==> src/rtl/regfile_decoded.sv <==
`default_nettype none
// ============================================================================
//  Module   : regfile_decoded
//  Purpose  : Parametrised register file with two asynchronous read ports and
//             one synchronous write port. The write port is steered by an
//             ADDR_W:2**ADDR_W enabled decoder generated from ADDR_W.
//             Optional hardwired zero register (highest index) and optional
//             same-cycle write-to-read bypass.
//  Ports    : clk        - rising-edge clock
//             reset_n    - asynchronous active-low reset
//             wr_en      - write enable (gates the decoder)
//             wr_addr    - write register index
//             wr_data    - write data
//             rd_addr_a  - read port A index
//             rd_addr_b  - read port B index
//             rd_data_a  - read port A data (combinational)
//             rd_data_b  - read port B data (combinational)
//             wr_sel     - registered one-hot copy of the last write select
//  Revision : 1.0 - initial release
// ============================================================================
module regfile_decoded #(
   parameter int DATA_W   = 64,
   parameter int ADDR_W   = 5,
   parameter int ZERO_REG = 1,
   parameter int BYPASS   = 0
) (
   input  logic                   clk,
   input  logic                   reset_n,
   input  logic                   wr_en,
   input  logic [ADDR_W-1:0]      wr_addr,
   input  logic [DATA_W-1:0]      wr_data,
   input  logic [ADDR_W-1:0]      rd_addr_a,
   input  logic [ADDR_W-1:0]      rd_addr_b,
   output logic [DATA_W-1:0]      rd_data_a,
   output logic [DATA_W-1:0]      rd_data_b,
   output logic [(2**ADDR_W)-1:0] wr_sel
);

   localparam int DEPTH = 2 ** ADDR_W;
   localparam logic [ADDR_W-1:0] ZERO_IDX = ADDR_W'(DEPTH - 1);

   logic [DEPTH-1:0]  sel;
   logic [DATA_W-1:0] regs [DEPTH];

   // Enabled write-select decoder, one comparator per register index.
   generate
      for (genvar i = 0; i < DEPTH; i++) begin : g_dec
         assign sel[i] = wr_en & (wr_addr == ADDR_W'(i));
      end
   endgenerate

   // Storage and trace register. The zero register is never loaded, but its
   // select bit is still captured in wr_sel so the attempted write is visible.
   always_ff @(posedge clk or negedge reset_n) begin
      if (!reset_n) begin
         for (int i = 0; i < DEPTH; i++) begin
            regs[i] <= '0;
         end
         wr_sel <= '0;
      end else begin
         wr_sel <= sel;
         for (int i = 0; i < DEPTH; i++) begin
            if (sel[i] && !((ZERO_REG != 0) && (i == DEPTH - 1))) begin
               regs[i] <= wr_data;
            end
         end
      end
   end

   // Read port A. Bypass is suppressed while in reset so reads stay 0, and
   // the zero register overrides bypass.
   always_comb begin
      rd_data_a = regs[rd_addr_a];
      if ((BYPASS != 0) && reset_n && wr_en && (rd_addr_a == wr_addr)) begin
         rd_data_a = wr_data;
      end
      if ((ZERO_REG != 0) && (rd_addr_a == ZERO_IDX)) begin
         rd_data_a = '0;
      end
   end

   // Read port B, independent of port A.
   always_comb begin
      rd_data_b = regs[rd_addr_b];
      if ((BYPASS != 0) && reset_n && wr_en && (rd_addr_b == wr_addr)) begin
         rd_data_b = wr_data;
      end
      if ((ZERO_REG != 0) && (rd_addr_b == ZERO_IDX)) begin
         rd_data_b = '0;
      end
   end

endmodule
`default_nettype wire
==> config.mk <==
export PLATFORM = sky130hd
export DESIGN_NAME = regfile_decoded
export DESIGN_NICKNAME = d
export VERILOG_FILES = /design/src/rtl/regfile_decoded.sv
export SDC_FILE = /design/constraint.sdc
export NUM_CORES = 2
export LEC_CHECK = 0
export BUFFER_PORTS_ARGS = -buffer_cell sky130_fd_sc_hd__buf_2
export CAP_MARGIN = 20
export CORE_MARGIN = 8
export CORE_UTILIZATION = 60
export CTS_BUF_LIST = sky130_fd_sc_hd__clkbuf_2
export CTS_CLUSTER_DIAMETER = 60
export DETAILED_ROUTE_END_ITERATION = 8
export HOLD_SLACK_MARGIN = 0.08
export PLACE_DENSITY = 0.82
export SYNTH_ARGS = -nofsm -noshare
export SYNTH_HDL_FRONTEND = slang
export SYNTH_SLANG_ARGS = --single-unit
==> constraint.sdc <==
create_clock -name clk -period 1.7 [get_ports clk]
set_clock_uncertainty 0.05 [all_clocks]
set_input_delay 0 -clock clk [delete_from_list [all_inputs] [get_ports clk]]
set_output_delay 0 -clock clk [all_outputs]
set_load 0.02 [all_outputs]
==> reports/summary.txt <==
PLACEMENT
--------------------------------------------------------------------------------
DPL Wire Length                                                        246000 um
Area after detailed placement                                       123000 sq um
IO buf count                                                                 241
RePlAce Congestion                                                         0.935

SETUP PATH
--------------------------------------------------------------------------------
Required time of the critical path                                       1.65 ns
Setup crit end kind                                                   output pin
Startpoint Class                                                       flip-flop
Worst Path Arrival                                                       4.03 ns
Worst Path Max Fanout                                                          2
Type of the worst setup path                                        flip-flop to output pin

FINAL LAYOUT
--------------------------------------------------------------------------------
Util after Layout                                                          75.3%
Filler Cells Inserted                                                       9592
Design Area, Final                                                  136000 sq um
Layout Area Growth over Synthesis                                          25.3%
Number of nets in the finished design                                       9532
Multi-input gate area                                                57800 sq um
Fraction of final layout cells with drive strength greater than 1          59.3%
Area occupied by registers                                           50400 sq um

STA
--------------------------------------------------------------------------------
Setup repair after global routing missed its margin                         true
Endpoints failing hold                                                         3
Number of failing setup endpoints in the final timing report                 418
Post-route setup slack                                                  -2.38 ns
Worst hold-check slack                                                -0.0385 ns
Worst max-slew margin expressed relative to the limit                      1.05%
Timing-limited maximum frequency                                       0.245 GHz
Tcrit/Tclk final                                                            240%
Pins Over Slew Limit                                                           0
Final period demand of the worst path                                    4.08 ns
Slew at the pin with the worst max-slew slack                            1.48 ns

SYNTH
--------------------------------------------------------------------------------
Post-synth EDFFs                                                               0
Netlist area before placement                                       108000 sq um
Predominant post-synthesis flop cell                                sky130_fd_sc_hd__dfrtp_1
Number of nets produced by synthesis                                        7953
Library cells used by synthesis                                               44
Average instance area after synthesis                                 13.8 sq um
Share of flip-flops with an asynchronous set or reset                       100%
Part of the Yosys area used for sequential elements                        46.6%
Synthesis warning total                                                       64
Largest cells by area after synthesis                               sky130_fd_sc_hd__dfrtp_1 47%, sky130_fd_sc_hd__mux2_2 23%, sky130_fd_sc_hd__mux4_2 12%, sky130_fd_sc_hd__mux2i_1 3.9%, sky130_fd_sc_hd__buf_2 1.5%
Seq cells post-synth                                                        2016
Top-count cell post-synth                                           sky130_fd_sc_hd__mux2_2
Post-synth top area cell                                            sky130_fd_sc_hd__dfrtp_1
Post-synth top cells                                                2248 x sky130_fd_sc_hd__mux2_2, 2016 x sky130_fd_sc_hd__dfrtp_1, 599 x sky130_fd_sc_hd__mux4_2, 420 x sky130_fd_sc_hd__mux2i_1, 384 x sky130_fd_sc_hd__clkbuf_1
Post-synthesis instance total                                               7871
Proportion of netlist area held by the largest area contributor            46.6%

POWER AND IR DROP
--------------------------------------------------------------------------------
PD cells                                                            1030 nW/um^2
Net load switching power                                                 47.1 mW
Internal Dissipation                                                     92.7 mW
Static leakage                                                           61.5 nW
Peak supply drop                                                        0.889 mV
Part of the power in the clock network                                     25.0%
Switching share of power                                                   33.7%
Logic gate share of total power                                            28.3%
Sequential group share of total power                                      46.7%

CTS
--------------------------------------------------------------------------------
Clock sink total                                                            2016
CTS HTree Levels                                                               6
Clock transition at path regs                                            0.10 ns
Worst-Skew Late Latency                                                  1.92 ns
CTS tree                                                                     yes
Inserted Clock Buffers                                                       537
CTS Buffer Depth                                                               4
Root Driver                                                         sky130_fd_sc_hd__clkbuf_2

HOLD PATH
--------------------------------------------------------------------------------
Type of the tightest min-delay check                                primary input to flip-flop

GLOBAL ROUTING
--------------------------------------------------------------------------------
Global-route wire length before repair                                 589000 um
Initial antenna violation count                                               10
Grt total ovfl                                                                 0
Global-route usage over all layers                                         40.3%
Number of global-route vias before repair                                  92465
Maximum number of pins on one net before global-route repair                 126

RUN
--------------------------------------------------------------------------------
Max Cap Viol                                                                   0

FLOORPLANNING
--------------------------------------------------------------------------------
Die Area                                                            194000 sq um
Horizontal extent of the die                                              441 um
Total I/O pin count                                                          242
Initial core utilization                                                   60.1%
Die Ht                                                                    441 um
Core Area                                                           180000 sq um
Row Count                                                                    156

RUN STATUS
--------------------------------------------------------------------------------
Outcome                                                             complete, but fails checks
Violations in the final reports                                     DRC, hold timing, setup timing

DETAILED ROUTING
--------------------------------------------------------------------------------
DRC viols                                                                      6
Number of DRC violations after detailed-routing iteration 0                13161
Via count                                                                  89113
Remaining antenna violation count                                              0
Number of detailed-routing iterations run before antenna repair                9
Via-per-instance ratio                                                      7.32
DR WL/cell                                                               34.4 um
Overall routed net length                                              419000 um

[state kept, by name (all words and copies together), names as in the netlist]
name    cells
regs     1984
wr_sel     32
[worst max-delay path: stages, from the launching register on]
cell and delay (ns):
sky130_fd_sc_hd__dfrtp_1 0.40, sky130_fd_sc_hd__buf_4 0.14, sky130_fd_sc_hd__nor2b_1 0.14, sky130_fd_sc_hd__a211oi_1 0.07, sky130_fd_sc_hd__a221oi_1 0.69, sky130_fd_sc_hd__o2111a_2 0.34
sky130_fd_sc_hd__buf_6 0.13
[per-stage QoR]
stage	setup WS (ns)	cells	power [mW]	setup TNS, ns	hold slack, ns
floorplan	0.0686	7871	84.6	0	-0.346
global placement	-0.538	10867	95.4	-50.74	-0.170
detailed placement	-0.603	10867	97.7	-64.47	-0.173
CTS	-2.16	12085	135	-370.59	-0.204
global route	-2.38	12170	144	-323.70	-0.0477
finish	-2.38	12176	140	-322.05	-0.0385
[worst paths after layout]
check                                to  slack [ns]  depth (start not counted)       start
max                        rd_data_b[9]       -2.38                          6  regs[1161]
min                           wr_sel[3]       -0.04                          8  wr_addr[4]
max reg2reg                   regs[457]        0.16                          3   regs[457]
min reg2reg                  regs[1752]        0.48                          1  regs[1752]
max in group asynchronous     regs[731]        0.18                          8     reset_n
min in group asynchronous    regs[1705]        0.25                          6     reset_n
[metal layers]
metal	vias to the layer above	GRT usage [%]	part of all wire [%]
met4	6	33.3	11
met2	8342	60.3	44
met3	3105	13.7	13
li1	33291	-	-
met1	44369	47.2	32
met5	-	0	0.0084
[layout make-up]
type / instances / share of cell area [%]
tap: 2370 / 2.18
clock buffer: 755 / 2.78
inverter: 8 / 0.0277
antenna: 17 / 0.0313
sequential: 2016 / 37.2
clock inverter: 123 / 0.524
multi-input combinational: 4999 / 42.6
timing repair buffer: 1888 / 14.7
[cell families (layout without fill, tap and decap cells)]
kind of cell           after synthesis  in the layout  share of synthesized area, %
muxes                             3272           3272                          39.8
DFF                               2016           2016                          46.6
AOI/OAI and AO/OA                 1090           1090                          7.20
buffers and inverters              856           2774                          3.72
and+or+nand+nor                    637            637                          2.71
other                                0             17                             0
[repair_timing]
action,in CTS,in global routing
gates resized for setup,852,253
pin swaps,249,177
setup buffers,118,81
hold buffers,254,12
endpoints found under the hold margin,4032,1840
endpoints found under the setup margin,160,763
cloned,0,2
[cells in the final DEF, fill, tap and decap left out, types with 54 or more instances in the layout]
| cell | instances |
|---|---|
| sky130_fd_sc_hd__dlygate4sd3_1 | 242 |
| sky130_fd_sc_hd__mux4_2 | 601 |
| sky130_fd_sc_hd__o31ai_4 | 54 |
| sky130_fd_sc_hd__nand2_1 | 283 |
| sky130_fd_sc_hd__a211oi_1 | 72 |
| sky130_fd_sc_hd__a21oi_1 | 153 |
| sky130_fd_sc_hd__buf_6 | 166 |
| sky130_fd_sc_hd__clkinv_1 | 89 |
| sky130_fd_sc_hd__a22oi_1 | 54 |
| sky130_fd_sc_hd__a21o_1 | 128 |
| sky130_fd_sc_hd__buf_12 | 371 |
| sky130_fd_sc_hd__mux2_2 | 2138 |
| sky130_fd_sc_hd__mux2_4 | 110 |
| sky130_fd_sc_hd__clkbuf_2 | 755 |
| sky130_fd_sc_hd__nor2b_1 | 113 |
| sky130_fd_sc_hd__o21ai_0 | 72 |
| sky130_fd_sc_hd__o22a_1 | 64 |
| sky130_fd_sc_hd__buf_4 | 1012 |
| sky130_fd_sc_hd__dfrtp_1 | 2016 |
| sky130_fd_sc_hd__buf_2 | 83 |
| sky130_fd_sc_hd__mux2i_1 | 409 |
| sky130_fd_sc_hd__nor2_1 | 68 |
[power by group through the flow]
stage               Sequential, mW  Clock [mW]  Combinational, mW
floorplan                     62.4           0               22.3
global placement              63.8           0               31.5
detailed placement            64.8           0               32.9
CTS                           63.9        34.2               36.6
global route                  65.7        37.3               41.3
finish                        65.2        35.0               39.6
No activity file was read; power rests on OpenSTA's default activity.
